## config.mk

```make
export PLATFORM = sky130hd
export DESIGN_NAME = mot_ser_rx
export DESIGN_NICKNAME = d
export VERILOG_FILES = /design/src/rtl/mot_ser_rx.sv
export SDC_FILE = /design/constraint.sdc
export NUM_CORES = 1
export LEC_CHECK = 0
export ABC_CLOCK_PERIOD_IN_PS = 5850
export CAP_MARGIN = 20
export CORE_MARGIN = 1
export CORE_UTILIZATION = 35
export DETAILED_ROUTE_END_ITERATION = 12
export PLACE_DENSITY = 0.59
export RECOVER_POWER = 100
export SLEW_MARGIN = 20
export SYNTH_ARGS = -nofsm -noshare
export SYNTH_HDL_FRONTEND = slang
export SYNTH_SLANG_ARGS = --single-unit
export TNS_END_PERCENT = 20
```

## constraint.sdc

```tcl
create_clock -name OPB_CLK -period 5.85 [get_ports OPB_CLK]
set_input_delay 1.17 -clock OPB_CLK [delete_from_list [all_inputs] [get_ports OPB_CLK]]
set_output_delay 1.17 -clock OPB_CLK [all_outputs]
set_load 0.005 [all_outputs]
```

## src/rtl/mot_ser_rx.sv

```systemverilog
// Two-lane synchronous serial frame receiver with OPB-style read-back of data and status.
// Optional even-parity bit per lane is enabled with `define MOT_SER_PARITY_EN.
module mot_ser_rx #(
    parameter int FRAME_BITS = 16
) (
    input  logic                  OPB_CLK,
    input  logic                  OPB_RST,
    input  logic                  SER_CLK,
    input  logic                  SER_SYNC,
    input  logic                  SER_DATA0,
    input  logic                  SER_DATA1,
    input  logic                  SERIO_RST_N,
    input  logic                  RX_RE,
    input  logic                  STAT_RE,
    output logic [31:0]           RX_DO,
    output logic                  FRAME_VALID,
    output logic [FRAME_BITS-1:0] RX_WORD0,
    output logic [FRAME_BITS-1:0] RX_WORD1
);

`ifdef MOT_SER_PARITY_EN
    localparam int NBITS = FRAME_BITS + 1;
`else
    localparam int NBITS = FRAME_BITS;
`endif
    // Counter saturates one or more above NBITS so long frames never alias to a good length.
    localparam int CW = $clog2(NBITS + 2);
    localparam logic [CW-1:0] NB_C    = CW'(NBITS);
    localparam logic [CW-1:0] CNT_MAX = '1;

    typedef enum logic [1:0] {IDLE, SHIFT, DONE} state_t;

    logic [2:0]       clk_sq, sync_sq;
    logic [1:0]       d0_sq, d1_sq, lrst_sq;
    state_t           state_q;
    logic [CW-1:0]    cnt_q;
    logic [NBITS-1:0] sh0_q, sh1_q;
    logic [7:0]       frame_cnt_q;
    logic             new_data_q, overrun_q, frame_err_q, parity_err_q;
    logic             new_data_d, overrun_d, frame_err_d, parity_err_d;
    logic             clk_rise, sync_rise, sync_fall, link_rst;
    logic             in_done, len_bad, par_bad, good, stat_rd;

    assign clk_rise  = clk_sq[1] & ~clk_sq[2];
    assign sync_rise = sync_sq[1] & ~sync_sq[2];
    assign sync_fall = ~sync_sq[1] & sync_sq[2];
    assign link_rst  = ~lrst_sq[1];

    always_comb begin
        in_done = (state_q == DONE) & ~link_rst;
        len_bad = in_done & (cnt_q != NB_C);
`ifdef MOT_SER_PARITY_EN
        par_bad = in_done & (cnt_q == NB_C) & ((^sh0_q) | (^sh1_q));
`else
        par_bad = 1'b0;
`endif
        good    = in_done & ~len_bad & ~par_bad;
        stat_rd = STAT_RE & ~RX_RE;
        // Setting events take precedence over a clear on the same edge.
        frame_err_d  = (frame_err_q  & ~stat_rd) | len_bad;
        parity_err_d = (parity_err_q & ~stat_rd) | par_bad;
        overrun_d    = (overrun_q    & ~stat_rd) | (good & new_data_q);
        new_data_d   = (new_data_q   & ~RX_RE)   | good;
    end

    always_ff @(posedge OPB_CLK or posedge OPB_RST) begin
        if (OPB_RST) begin
            clk_sq       <= '0;
            sync_sq      <= '0;
            d0_sq        <= '0;
            d1_sq        <= '0;
            lrst_sq      <= '0;
            state_q      <= IDLE;
            cnt_q        <= '0;
            sh0_q        <= '0;
            sh1_q        <= '0;
            frame_cnt_q  <= '0;
            new_data_q   <= 1'b0;
            overrun_q    <= 1'b0;
            frame_err_q  <= 1'b0;
            parity_err_q <= 1'b0;
            FRAME_VALID  <= 1'b0;
            RX_WORD0     <= '0;
            RX_WORD1     <= '0;
            RX_DO        <= '0;
        end else begin
            clk_sq       <= {clk_sq[1:0], SER_CLK};
            sync_sq      <= {sync_sq[1:0], SER_SYNC};
            d0_sq        <= {d0_sq[0], SER_DATA0};
            d1_sq        <= {d1_sq[0], SER_DATA1};
            lrst_sq      <= {lrst_sq[0], SERIO_RST_N};
            new_data_q   <= new_data_d;
            overrun_q    <= overrun_d;
            frame_err_q  <= frame_err_d;
            parity_err_q <= parity_err_d;
            FRAME_VALID  <= good;

            if (good) begin
                RX_WORD0    <= sh0_q[NBITS-1 -: FRAME_BITS];
                RX_WORD1    <= sh1_q[NBITS-1 -: FRAME_BITS];
                frame_cnt_q <= frame_cnt_q + 8'd1;
            end

            if (RX_RE)
                RX_DO <= {16'(RX_WORD1), 16'(RX_WORD0)};
            else if (STAT_RE)
                RX_DO <= {16'b0, frame_cnt_q, 4'b0, parity_err_q, new_data_q, overrun_q, frame_err_q};

            if (link_rst) begin
                state_q <= IDLE;
                cnt_q   <= '0;
                sh0_q   <= '0;
                sh1_q   <= '0;
            end else begin
                case (state_q)
                    IDLE: if (sync_rise) begin
                        state_q <= SHIFT;
                        cnt_q   <= '0;
                        sh0_q   <= '0;
                        sh1_q   <= '0;
                    end
                    SHIFT: begin
                        if (clk_rise) begin
                            sh0_q <= {sh0_q[NBITS-2:0], d0_sq[1]};
                            sh1_q <= {sh1_q[NBITS-2:0], d1_sq[1]};
                            if (cnt_q != CNT_MAX)
                                cnt_q <= cnt_q + 1'b1;
                        end
                        if (sync_fall)
                            state_q <= DONE;
                    end
                    default: state_q <= IDLE;
                endcase
            end
        end
    end

endmodule

```

==> results.cfg <==
[grt]
groute.usage.overall = 0.156
antenna_found_initial = 0
global_route_wire_length_before_repair_um = 18000
first_global_vias = 3527
maximum_number_of_pins_on_one_net_before_global_route_repair = 83
overflow = 0

[routing]
drt-initial-drc-count = 344
drt_first_pass_iters = 4
routedWlPerCell_um = 14.7
drc_errors_left = 0
num_vias = 3523
detail-route-antenna-nets = 0
vias_per_cell = 4.79
drt-total-wl_um = 10800

[outcome]
violations = max-capacitance violations, max-slew violations
run_status = complete, but fails checks

[placed_design]
gp_congestion = 0.741
numPortBuffers = 73
placed_cell_area_mm2 = 0.00608
half_perimeter_wire_length_of_the_detailed_placement_result_um = 6940

[cts]
clockBufferDepth = 2
hold_buffers = 0
clock_tree_from_tritoncts = yes
worstSkewPairLatency_ps = 420
post_cts_buffers = 0
post_cts_resized = 0
clk_root_buffer_cell = sky130_fd_sc_hd__clkbuf_16
cts.sink_count = 128
cts.clk_slew.worst_paths_ps = 50
cts-buffers-inserted = 17
htree_num_levels = 4

[logic_synthesis]
yosys-top-cells-area = sky130_fd_sc_hd__dfrtp_1 (61%), sky130_fd_sc_hd__mux2i_1 (8.4%), sky130_fd_sc_hd__o21ai_0 (4.7%)
synth_area_leader_cell = sky130_fd_sc_hd__dfrtp_1
synth_sequential_area_ratio = 0.614
flops_latches_synth = 128
post_synth_most_frequent_cells = sky130_fd_sc_hd__dfrtp_1 (128), sky130_fd_sc_hd__nand2_1 (62), sky130_fd_sc_hd__o21ai_0 (49)
synthesis.area_mm2 = 0.00522
synth.area.mux_share = 0.0865
synth_adder_area_share = 0.0115
synth_top_family_by_area = compound AO/OA/AOI/OAI gates
syn_nets = 482
synth-simple-area-share = 0.0966
synthDominantCellAreaShare = 0.614
synth-edff-count = 0
yosysUniqueCellTypes = 42
syn_area_per_cell_um2 = 11.1
post_synth_xor_area_fraction = 0.0117
synth_flop_cell = sky130_fd_sc_hd__dfrtp_1
synthCells = 469
synth-warning-count = 0
synth_async_sr_flop_share = 1.00
synthMostInstantiatedCell = sky130_fd_sc_hd__dfrtp_1
synth_area_in_compound_gates = 0.116

[floorplanning]
initial_core_util = 0.359
floorplan.die_area_mm2 = 0.0154
die_width_um = 124
std_cell_rows = 44
die_height_um = 124
num_io_pins = 74
floorplan.core_area_mm2 = 0.0145

[flow_run]
cap_viol_max_count = 2

[power]
power_per_cell_area_mw_per_mm2 = 303
p_leak_nw = 3.23
cellInternalPower_mw = 1.61
ir_worst_vdd_mv = 0.185
power_share_of_the_combinational_group = 0.031
switching_power_mw = 0.405
pwr-share-clk = 0.524
sw_frac_of_total = 0.201
power.sequential.fraction = 0.445

[worst_setup_path]
end_kind = register
critical_path_arrival_ps = 3880
required_ps = 6140
crit_fanout = 40
worst_setup_path_start_kind = register
worst-setup-path-type = register to register

[timing]
slew_headroom = -0.409
fin_worst_hold_slack_ps = 344
setup_tns_ps = 0
report.final.setup_viol = 0
rsz_0062_raised_after_global_routing = false
tightestPinTransition_ps = 2110
finalClockSkew_ps = 12.7
timing_hold_violations_final = 0
slew_viol_final = 103
layout_worst_path_cycle_share = 0.613
period_needed_ps = 3590
max_clock_freq_mhz = 279

[cells_and_area]
fillers = 1363
num-nets-final = 552
post_route_cells_drive_above_1_share = 0.0707
num_antenna_cells = 0
area.growth.synth_to_final_pct = 27.5
design_area_mm2 = 0.00665

[hold_path]
timing.hold.worst.class = register to register
-- cells in the final DEF (no fill, tap or decap), types with 2 or more instances in the layout --
master / Yosys / routed
sky130_fd_sc_hd__nand3_1: 3 / 4
sky130_fd_sc_hd__nor3_1: 4 / 4
sky130_fd_sc_hd__dfrtp_1: 128 / 128
sky130_fd_sc_hd__dlygate4sd3_1: 0 / 71
sky130_fd_sc_hd__clkinv_2: 0 / 2
sky130_fd_sc_hd__nand2b_1: 15 / 15
sky130_fd_sc_hd__clkbuf_1: 14 / 5
sky130_fd_sc_hd__clkbuf_8: 0 / 10
sky130_fd_sc_hd__o21ai_1: 45 / 11
sky130_fd_sc_hd__clkbuf_16: 0 / 17
sky130_fd_sc_hd__nand2_1: 62 / 62
sky130_fd_sc_hd__inv_1: 41 / 41
sky130_fd_sc_hd__o21ai_0: 49 / 83
sky130_fd_sc_hd__a22o_1: 7 / 7
sky130_fd_sc_hd__mux2i_1: 44 / 44
sky130_fd_sc_hd__buf_4: 0 / 5
sky130_fd_sc_hd__ha_1: 4 / 4
sky130_fd_sc_hd__a32o_1: 2 / 2
sky130_fd_sc_hd__xor2_1: 6 / 6
sky130_fd_sc_hd__nor4_1: 3 / 3
sky130_fd_sc_hd__nor2_1: 4 / 4
-- worst paths after layout --
kind	depth (start not counted)	start	slack, ps	end
setup reg to reg	8	cnt_q[0]$_DFFE_PP0P_	2260	frame_cnt_q[1]$_DFFE_PP0P_
min in group asynchronous	2	OPB_RST	1380	d0_sq[0]$_DFF_PP0_
setup / recovery	8	cnt_q[0]$_DFFE_PP0P_	2260	frame_cnt_q[1]$_DFFE_PP0P_
hold / removal	0	sync_sq[0]$_DFF_PP0_	340	sync_sq[1]$_DFF_PP0_
hold reg to reg	0	sync_sq[0]$_DFF_PP0_	340	sync_sq[1]$_DFF_PP0_
max in group asynchronous	3	OPB_RST	3390	frame_cnt_q[5]$_DFFE_PP0P_
-- flip-flops by register name, summed over array words and instances (netlist names), 3 cells and up --
signal       cells
RX_DO           32
RX_WORD0        16
RX_WORD1        16
sh0_q           16
sh1_q           16
frame_cnt_q      8
cnt_q            5
clk_sq           3
sync_sq          3
-- logic make-up (layout without fill, tap and decap cells) --
family,Yosys count,count (layout)
flops,128,128
xor+xnor,7,7
simple gates,103,103
mux,45,45
compound gates,109,109
fa+ha+maj,5,5
buf+inv,72,155
-- layout make-up --
cell class	instances	area (µm²)	area share
Tap cell	184	230	0.0346
Sequential cell	128	3200	0.482
Clock buffer	29	571	0.0858
Multi-Input combinational cell	269	1670	0.251
Inverter	43	166	0.0250
Clock inverter	3	40.0	0.00602
Timing Repair Buffer	80	769	0.116
-- power groups by stage --
stage	logic, mW	clock network, mW	registers [mW]
2_1_floorplan	0.0539	0	0.910
3_3_place_gp	0.0642	0	0.910
3_5_place_dp	0.0674	0	0.911
4_1_cts	0.0674	1.07	0.895
5_1_grt	0.0706	1.12	0.896
6_report	0.0624	1.06	0.895
-- layer usage --
layer	part of all wire	wire length, µm	vias up	global-route usage
met3	0.039	417	11	0.0467
met2	0.47	5060	73	0.236
met1	0.48	5220	1721	0.211
met5	0	0	-	0
met4	0.012	132	0	0.0603
li1	-	-	1718	-
-- metrics by stage --
stage	util	setup WS, ps	power (mW)	std cells
3_3_place_gp	0.416	2820	0.975	703
2_1_floorplan	-	1270	0.964	469
4_1_cts	0.460	3240	2.04	736
6_report	0.458	2260	2.01	736
5_1_grt	0.458	1940	2.08	736
3_5_place_dp	0.418	2800	0.978	704
-- worst max-delay path: stages (launching register included) --
cell and delay [ps]:
sky130_fd_sc_hd__dfrtp_1 410, sky130_fd_sc_hd__inv_1 70, sky130_fd_sc_hd__ha_1 190, sky130_fd_sc_hd__nand4bb_1 100
sky130_fd_sc_hd__clkbuf_1 1280, sky130_fd_sc_hd__or2_0 600, sky130_fd_sc_hd__buf_4 390, sky130_fd_sc_hd__inv_1 100
sky130_fd_sc_hd__mux2_1 310
Power figures use the tool's default switching activity.
